File: src/rtl/uart_tx_serializer.sv
// ---------------------------------------------------------------------------
// uart_tx_serializer
//   Parallel-to-serial shifter for the UART transmit path. A DATA_WIDTH word
//   is captured on a DATA_VALID/READY handshake. It is then emitted one bit
//   per SER_TICK baud strobe, either LSB first or MSB first. A closing bit
//   period ends with a one-cycle SER_DONE pulse, which lets the TX FSM
//   sequence stop/idle.
//
//   Optional feature macro: UART_SER_PARITY_EN
//     defined   -> PAR_TYP port and PARITY state exist. One parity bit
//                  (^P_DATA ^ PAR_TYP, captured at accept) follows the data.
//     undefined -> SHIFT goes straight to CLOSE.
//
//   All outputs are registered. RST is asynchronous and active-low.
// ---------------------------------------------------------------------------
module uart_tx_serializer #(
    parameter int DATA_WIDTH = 8,
    parameter bit LSB_FIRST  = 1'b1
) (
    input  logic                  CLK,
    input  logic                  RST,
    input  logic [DATA_WIDTH-1:0] P_DATA,
    input  logic                  DATA_VALID,
    input  logic                  SER_TICK,
`ifdef UART_SER_PARITY_EN
    input  logic                  PAR_TYP,
`endif
    output logic                  READY,
    output logic                  BUSY,
    output logic                  SER_OUT,
    output logic                  SER_DONE
);

    // Counter wide enough to hold DATA_WIDTH
    localparam int CNT_W = $clog2(DATA_WIDTH + 1);
    // Counter value seen on the tick that emits the final data bit
    localparam logic [CNT_W-1:0] LAST_IDX = CNT_W'(DATA_WIDTH - 1);

    typedef enum logic [1:0] {
        ST_IDLE   = 2'd0,
        ST_SHIFT  = 2'd1,
`ifdef UART_SER_PARITY_EN
        ST_PARITY = 2'd2,
`endif
        ST_CLOSE  = 2'd3
    } state_t;

    // ------------------------------------------------------------------
    // Helper functions
    // ------------------------------------------------------------------

    // Bit that leaves the shift register on the next tick
    function automatic logic next_bit(input logic [DATA_WIDTH-1:0] shreg);
        logic bit_v;
        if (LSB_FIRST) begin
            bit_v = shreg[0];
        end else begin
            bit_v = shreg[DATA_WIDTH-1];
        end
        return bit_v;
    endfunction

    // Shift register contents after one bit has been emitted
    function automatic logic [DATA_WIDTH-1:0] shift_once(input logic [DATA_WIDTH-1:0] shreg);
        logic [DATA_WIDTH-1:0] res_v;
        if (LSB_FIRST) begin
            res_v = {1'b0, shreg[DATA_WIDTH-1:1]};
        end else begin
            res_v = {shreg[DATA_WIDTH-2:0], 1'b0};
        end
        return res_v;
    endfunction

`ifdef UART_SER_PARITY_EN
    // Frame parity: even when odd_sel is 0, odd when odd_sel is 1
    function automatic logic calc_parity(input logic [DATA_WIDTH-1:0] data,
                                         input logic                  odd_sel);
        return (^data) ^ odd_sel;
    endfunction
`endif

    // ------------------------------------------------------------------
    // State and datapath registers
    // ------------------------------------------------------------------
    state_t                r_state;
    logic [DATA_WIDTH-1:0] r_shreg;
    logic [CNT_W-1:0]      r_cnt;
    logic                  r_ser_out;
    logic                  r_ser_done;
    logic                  r_ready;
    logic                  r_busy;
`ifdef UART_SER_PARITY_EN
    logic                  r_parity;
`endif

    // Next-state values
    state_t                w_state_nxt;
    logic [DATA_WIDTH-1:0] w_shreg_nxt;
    logic [CNT_W-1:0]      w_cnt_nxt;
    logic                  w_ser_out_nxt;
    logic                  w_ser_done_nxt;
    logic                  w_ready_nxt;
    logic                  w_busy_nxt;
    logic                  w_accept;
`ifdef UART_SER_PARITY_EN
    logic                  w_parity_nxt;
`endif

    // Handshake completes only while idle with READY already visible upstream
    assign w_accept = DATA_VALID && r_ready && (r_state == ST_IDLE);

    // Register all state, datapath and output flops
    always_ff @(posedge CLK or negedge RST) begin
        if (!RST) begin
            r_state    <= ST_IDLE;
            r_shreg    <= '0;
            r_cnt      <= '0;
            r_ser_out  <= 1'b0;
            r_ser_done <= 1'b0;
            r_ready    <= 1'b1;
            r_busy     <= 1'b0;
`ifdef UART_SER_PARITY_EN
            r_parity   <= 1'b0;
`endif
        end else begin
            r_state    <= w_state_nxt;
            r_shreg    <= w_shreg_nxt;
            r_cnt      <= w_cnt_nxt;
            r_ser_out  <= w_ser_out_nxt;
            r_ser_done <= w_ser_done_nxt;
            r_ready    <= w_ready_nxt;
            r_busy     <= w_busy_nxt;
`ifdef UART_SER_PARITY_EN
            r_parity   <= w_parity_nxt;
`endif
        end
    end

    // Next-state and next-output logic of the frame sequencer
    always_comb begin
        w_state_nxt    = r_state;
        w_shreg_nxt    = r_shreg;
        w_cnt_nxt      = r_cnt;
        w_ser_out_nxt  = r_ser_out;
        w_ser_done_nxt = 1'b0;
`ifdef UART_SER_PARITY_EN
        w_parity_nxt   = r_parity;
`endif

        case (r_state)
            ST_IDLE: begin
                // Line rests low while idle; ticks are ignored here
                w_ser_out_nxt = 1'b0;
                if (w_accept) begin
                    w_shreg_nxt = P_DATA;
                    w_cnt_nxt   = '0;
                    w_state_nxt = ST_SHIFT;
`ifdef UART_SER_PARITY_EN
                    // Parity is frozen here so later PAR_TYP/P_DATA moves cannot disturb it
                    w_parity_nxt = calc_parity(P_DATA, PAR_TYP);
`endif
                end else begin
                    w_state_nxt = ST_IDLE;
                end
            end

            ST_SHIFT: begin
                if (SER_TICK) begin
                    w_ser_out_nxt = next_bit(r_shreg);
                    w_shreg_nxt   = shift_once(r_shreg);
                    w_cnt_nxt     = r_cnt + CNT_W'(1);
                    if (r_cnt == LAST_IDX) begin
`ifdef UART_SER_PARITY_EN
                        w_state_nxt = ST_PARITY;
`else
                        w_state_nxt = ST_CLOSE;
`endif
                    end else begin
                        w_state_nxt = ST_SHIFT;
                    end
                end else begin
                    w_state_nxt = ST_SHIFT;
                end
            end

`ifdef UART_SER_PARITY_EN
            ST_PARITY: begin
                if (SER_TICK) begin
                    w_ser_out_nxt = r_parity;
                    w_state_nxt   = ST_CLOSE;
                end else begin
                    w_state_nxt = ST_PARITY;
                end
            end
`endif

            ST_CLOSE: begin
                // The tick here ends the last bit period of the frame
                if (SER_TICK) begin
                    w_ser_out_nxt  = 1'b0;
                    w_ser_done_nxt = 1'b1;
                    w_cnt_nxt      = '0;
                    w_state_nxt    = ST_IDLE;
                end else begin
                    w_state_nxt = ST_CLOSE;
                end
            end

            default: begin
                w_state_nxt   = ST_IDLE;
                w_ser_out_nxt = 1'b0;
                w_cnt_nxt     = '0;
            end
        endcase
    end

    // READY trails entry into IDLE by one cycle, so it returns the cycle after
    // SER_DONE. BUSY is its complement.
    always_comb begin
        w_ready_nxt = 1'b0;
        if ((r_state == ST_IDLE) && !w_accept) begin
            w_ready_nxt = 1'b1;
        end else begin
            w_ready_nxt = 1'b0;
        end
        w_busy_nxt = !w_ready_nxt;
    end

    assign READY    = r_ready;
    assign BUSY     = r_busy;
    assign SER_OUT  = r_ser_out;
    assign SER_DONE = r_ser_done;

endmodule
File: config.mk
export PLATFORM = sky130hd
export DESIGN_NAME = uart_tx_serializer
export DESIGN_NICKNAME = d
export VERILOG_FILES = /design/src/rtl/uart_tx_serializer.sv
export SDC_FILE = /design/constraint.sdc
export NUM_CORES = 1
export LEC_CHECK = 0
export CORE_MARGIN = 5
export CORE_UTILIZATION = 45
export CTS_BUF_LIST = sky130_fd_sc_hd__clkbuf_4 sky130_fd_sc_hd__clkbuf_8 sky130_fd_sc_hd__clkbuf_16
export CTS_CLUSTER_DIAMETER = 200
export DETAILED_ROUTE_END_ITERATION = 12
export HOLD_SLACK_MARGIN = 0.02
export PLACE_DENSITY_LB_ADDON = 0.2
export SKIP_LAST_GASP = 1
export SLEW_MARGIN = 20
export SYNTH_ARGS = -nofsm -noshare
export SYNTH_HDL_FRONTEND = slang
export SYNTH_SLANG_ARGS = --single-unit
File: constraint.sdc
create_clock -name CLK -period 1.37 [get_ports CLK]
set_clock_uncertainty 0.1 [all_clocks]
set_input_delay 0.137 -clock CLK [delete_from_list [all_inputs] [get_ports CLK]]
set_output_delay 0.137 -clock CLK [all_outputs]
set_load 0.005 [all_outputs]
==> metrics.txt, run 1 <==
outcome=complete, but fails checks; failing checks=setup timing; xor and xnor area share after synthesis=0%; Setup violations, final=8; highest clock rate=about 650 MHz; worst skew pair latency=0.30 ns; cell area after synthesis=909.6 µm²; Non-Filler Instances=134; Synth top area share=between 40 and 50%; ratio of total power to cell area=1852 nW/µm²; largest family of logic cells by synthesized area=multiplexers; initial antenna violation count=0; CTS root buf=clkbuf_4; post-route setup slack=-0.1777 ns; Via Count=~680; area grow syn2layout=38.38%; vias in the first global route=689; core area=1942 µm²; DP Wirelength=1.315 mm; syn_area_per_cell=about 12 µm²; Die Wd=54.96 µm; Total Nets Final=121; Critical Path Sink Type=register; Congestion Overflow GR=0; Die Ht=54.96 µm; Lkg Pwr=0.0006320 µW; final wirelength=1.808 mm; post-place setup slack=-0.3605 ns; switching share of power=30.25%; routability cong.=0.8306; DR iter-0 viols=17; diode count=0; critical path's top delay family=multiplexers; CTS H-Tree Depth=1; Sink Count=18; Pre-antenna DRT Iters=4; largest net degree at the start of global routing=19; final core occ=64.82%; Final ANT Viol Nets=0; global-route wire length before repair=about 3.1 mm; critical path's slowest cell=dfrtp_1; Tot GR Track Use=14.85%; R2R depth=4; most frequent cell after synthesis=dfrtp_1; max-cap check violation count=0; Yosys reg bits=18; Bufs and invs on worst path=1; clk buf depth=2; Post-Synth Adder-Cell Area=about 1.4%; sequential fraction of the synthesis area=49.66%; cell internal pwr=1626 µW; Worst Path Max Fanout=5; Worst R2R End=r_shreg[3]; Mapped Nets=87; reg-to-reg critical path startpoint=r_state[0]; CTS tree=yes; CTS buffer count=3; clock network fraction of total power=14.6%; # rows=16; Area contributors post-synth=dfrtp_1 (47%), mux2_4 (12%), mux2_2 (8.7%); post-synthesis mux area share=a little over a fifth; post-synthesis cell count=74; period utilization=113.0%; logic gate share of total power=around 48%; I/O Buffers=15; final hold vios=0; Compound-Gate Fraction of Synth Area=10.59%; Initial Util=46.84%; Setup crit start kind=register; RSZ-0062 raised after global routing=yes; crit path kind=reg2reg; residual DRC count=0; cell taking the most area after synthesis=dfrtp_1; layout cells sized above 1=38.32%; Synth top cells by count=dfrtp_1 (17), mux2_2 (7), mux2_4 (7); Clk pin slew, worst setup/hold paths=around 0.11 ns; Most common cell on crit path=mux2_4; Arr. time, crit path=1.64 ns; crit-path cells=nor2b_4, buf_6, mux2_4, mux2_4; die area=about 3000 µm²; Tmin final=approximately 1.5 ns; Slew headroom=81.12%; Post-synth top flop=dfrtp_1; Hold WC Path Type=in2async; hold buffers post-CTS=0; Fillers=163; Unique masters post-synth=27; Pwr Total=~2300 µW; worst vdd ir=1034 µV; max-slew violation count=0; Reg2Reg Setup Slack=-0.18 ns; WP depth=4; cell total after placement=between 100 and 150; switching pwr=705.1 µW; slowest stage delay, CP=about 0.42 ns; Worst-Margin Slew=0.2832 ns; YS warnings=0; sequential share of power=37.4%; I/O pin cnt=16; vias per cell=roughly 5; CP required=1.46 ns; post-synthesis simple-gate area fraction=approximately an eighth; Post-synth EDFFs=0; Post-synth ARST share=100.0%; DR WL/cell=roughly 13 µm
-- worst max-delay path by stage --
stage	start	endpoint	slack [ns]
2_1_floorplan	r_state[0]	r_shreg[0]	-0.15
3_3_place_gp	DATA_VALID	r_shreg[2]	-0.32
5_1_grt	r_state[0]	r_shreg[3]	-0.24
3_5_place_dp	DATA_VALID	r_shreg[3]	-0.36
4_1_cts	r_state[0]	r_shreg[3]	-0.18
6_report	r_state[0]	r_shreg[3]	-0.18
-- placed cells by master, fill, tap and decap left out, types with 2 or more instances in the layout --
cell / n
clkbuf_4: 3
mux2_4: 12
buf_6: 3
clkdlybuf4s50_1: 11
o21ai_0: 5
a22o_1: 2
dfrtp_1: 16
nand3_1: 3
a21oi_1: 2
nor2b_4: 2
buf_4: 14
nor2_1: 3
inv_1: 4
nand2_1: 4
mux2_2: 2
dlygate4sd2_1: 3
-- routing by layer --
| layer | track usage [%] | part of all wire (%) | vias to the layer above |
|---|---|---|---|
| met5 | 0 | 0 | - |
| met4 | 7.287 | 1.0 | 0 |
| met3 | 3.753 | 3.5 | 4 |
| met2 | 22.83 | 46 | 7 |
| met1 | 19.39 | 49 | 337 |
| li1 | - | - | 329 |
-- cells by family after synthesis --
kind of cell,count (synthesis)
DFF,18
AOI/OAI and AO/OA,15
adders and majority gates,1
buffers and inverters,7
muxes,15
and+or+nand+nor,18
-- repair_timing --
item / in CTS / in global routing
pin swaps: 0 / 0
endpoints found under the setup margin: 12 / 12
buffers inserted: 0 / 2
resized for setup: 12 / 7
-- registers in the layout (all words and copies together) (netlist names) --
register and flops:
BUSY 1, READY 1, SER_DONE 1, SER_OUT 1
r_cnt 4, r_shreg 8, r_state 2
-- power by group through the flow --
stage	Combinational (µW)	Clock, µW	Sequential, µW
after floorplan	698	0	858
after global placement	1000	0	878
after detailed placement	1020	0	878
after CTS	1080	341	870
after global routing	1220	361	903
final	1120	341	871
-- cell type report --
class,instances,area (µm²),share of cell area [%]
timing repair buffer,32,280.3,22.27
clock buffer,4,36.28,2.883
sequential,18,452.9,35.98
multi-input combinational,49,440.4,34.99
inverter,4,15.01,1.193
tap,27,33.78,2.684
-- per-stage QoR --
stage                     instance area, µm²  setup TNS, ns  hold slack [ns]
after detailed placement                1176         -3.370           0.3849
after floorplan                        909.6         -1.112          -0.2586
after CTS                               1234         -1.319          0.05005
after global routing                    1259         -1.775          0.05664
final                                   1259         -1.304          0.04377
after global placement                  1176         -3.103           0.3825
No activity file was read; power rests on OpenSTA's default activity.
==> inputs of run 2 (changes only) <==
CORE_UTILIZATION = 30   (was 45)
==> run 2 against run 1 <==
Net effect: the run still ends with setup timing left; count of clock-buffer cells in the layout is the same; maximum frequency up 1.3%; critical path depth did not move; total power is 3.6% higher; non-clock buffer count unchanged; sequential share of layout area decreased by 1.2 points; design area is 3.5% higher; combinational power grew 8%; hold slack better by 0.0080 ns; via count is 2.1% lower.
==> metrics.txt, run 2 (synthesis gave the netlist of run 1 again) <==
largest registers=r_shreg (8), r_cnt (4), r_state (2); routability cong.=0.8381; ratio of total power to cell area=1855 nW/µm²; CTS buffer count=3; crit path kind=reg2reg; Bufs and invs on worst path=1; critical path's top delay family=multiplexers; Total Nets Final=121; failing checks=setup timing; Largest Register=r_shreg; core area=~3000 µm²; Tmin final=1.528 ns; Largest register FFs=8; RSZ-0062 raised after global routing=yes; Die Ht=approximately 65 µm; final wirelength=roughly 1.9 mm; # rows=20; I/O pin cnt=16; placed cell area=1189 µm²; Tot GR Track Use=10.55%; Pre-antenna DRT Iters=3; Arr. time, crit path=1.61 ns; CP required=1.45 ns; Slew headroom=81.56%; Clk pin slew, worst setup/hold paths=0.11 ns; clk buf depth=2; vias per cell=4.736; worst skew pair latency=0.29 ns; Worst-Margin Slew=0.2767 ns; I/O Buffers=15; most common cell after layout, fill and taps aside=dfrtp_1; diode count=0; final core occ=43.74%; post-route setup slack=-0.1582 ns; Final Instance Area=1303 µm²; R2R depth=4; reg-to-reg critical path startpoint=r_state[0]; CTS tree=yes; Worst R2R End=r_shreg[0]; worst vdd ir=about 700 µV; DR WL/cell=13.69 µm; critical path's slowest cell=dfrtp_1; Congestion Overflow GR=0; initial antenna violation count=0; largest net degree at the start of global routing=19; vias in the first global route=743; period utilization=111.5%; Setup crit start kind=register; layout cells sized above 1=a little over two fifths; highest clock rate=between 600 and 700 MHz; DR iter-0 viols=13; Lkg Pwr=~0.00065 µW; Hold WC Path Type=in2async; area grow syn2layout=43.19%; die area=4233 µm²; DP Wirelength=1.395 mm; hold buffers post-CTS=0; Sink Count=18; Initial Util=a little under a third; CTS root buf=clkbuf_4; global-route wire length before repair=around 3.5 mm; max-slew violation count=0; commonest cells after routing, fill and taps aside=dfrtp_1 (16), buf_4 (15), mux2_4 (14), clkdlybuf4s50_1 (11), nand2_1 (4); CTS H-Tree Depth=1; final hold vios=0; Critical Path Sink Type=register; max-cap check violation count=0; Most common cell on crit path=mux2_4; residual DRC count=0; Worst Path Max Fanout=8; Via Count=663; crit-path cells=nor2b_4, buf_12, mux2_4, mux2_4; outcome=complete, but fails checks; Setup violations, final=8; Reg2Reg Setup Slack=-0.16 ns; Die Wd=65.07 µm; slowest stage delay, CP=0.42 ns; Final ANT Viol Nets=0
run 2: through the flow:
step           cells  hold slack [ns]  TNS (ns)  setup WS, ns  total power, µW
6_report         140          0.05178    -1.040       -0.1582             2416
5_1_grt          140          0.07195    -1.371       -0.1929             2598
4_1_cts          140          0.05377    -1.186       -0.1636             2393
3_5_place_dp     133           0.3889    -3.072       -0.3042             1933
3_3_place_gp     133           0.3916    -2.954       -0.2772             1911
2_1_floorplan     74          -0.2586    -1.112       -0.1537             1556
run 2: worst max-delay path by stage:
stage,start,to,slack [ns],cells past startpoint
final,r_state[0],r_shreg[0],-0.16,4
after global routing,r_state[0],r_shreg[0],-0.19,4
after CTS,r_state[0],r_shreg[0],-0.16,4
after detailed placement,DATA_VALID,r_shreg[6],-0.30,3
after global placement,SER_TICK,r_shreg[0],-0.28,3
after floorplan,r_state[0],r_shreg[0],-0.15,5
run 2: metal layers:
layer,part of all wire [%],GRT usage [%],wire length [µm]
met1,48,14.39,918
met2,46,15.84,887
met3,5.7,3.466,110
met4,0,3.109,0
met5,0,0,0
run 2: power breakdown:
group	internal (µW)	total, µW	switching, µW
Sequential	740	881	141
Clock	162	330	168
Combinational	779	1210	426
run 2: timing repair:
item / in CTS / in global routing
endpoints found under the hold margin: 0 / 0
resized for setup: 16 / 11
endpoints found under the setup margin: 12 / 12
pin swaps: 2 / 1
setup buffers: 4 / 0
run 2: area by class of cell:
class,count,area [µm²]
Multi-Input combinational cell,49,467.9
Clock buffer,4,36.28
Timing Repair Buffer,32,289.0
Tap cell,33,41.29
Sequential cell,18,452.9
Fill cell,272,1675
Inverter,4,15.01
==> inputs of run 3 (changes only) <==
SLEW_MARGIN = not set   (was 20)
==> results of run 3 <==
No change in the layout: final DEF, timing and power equal those of run 2.
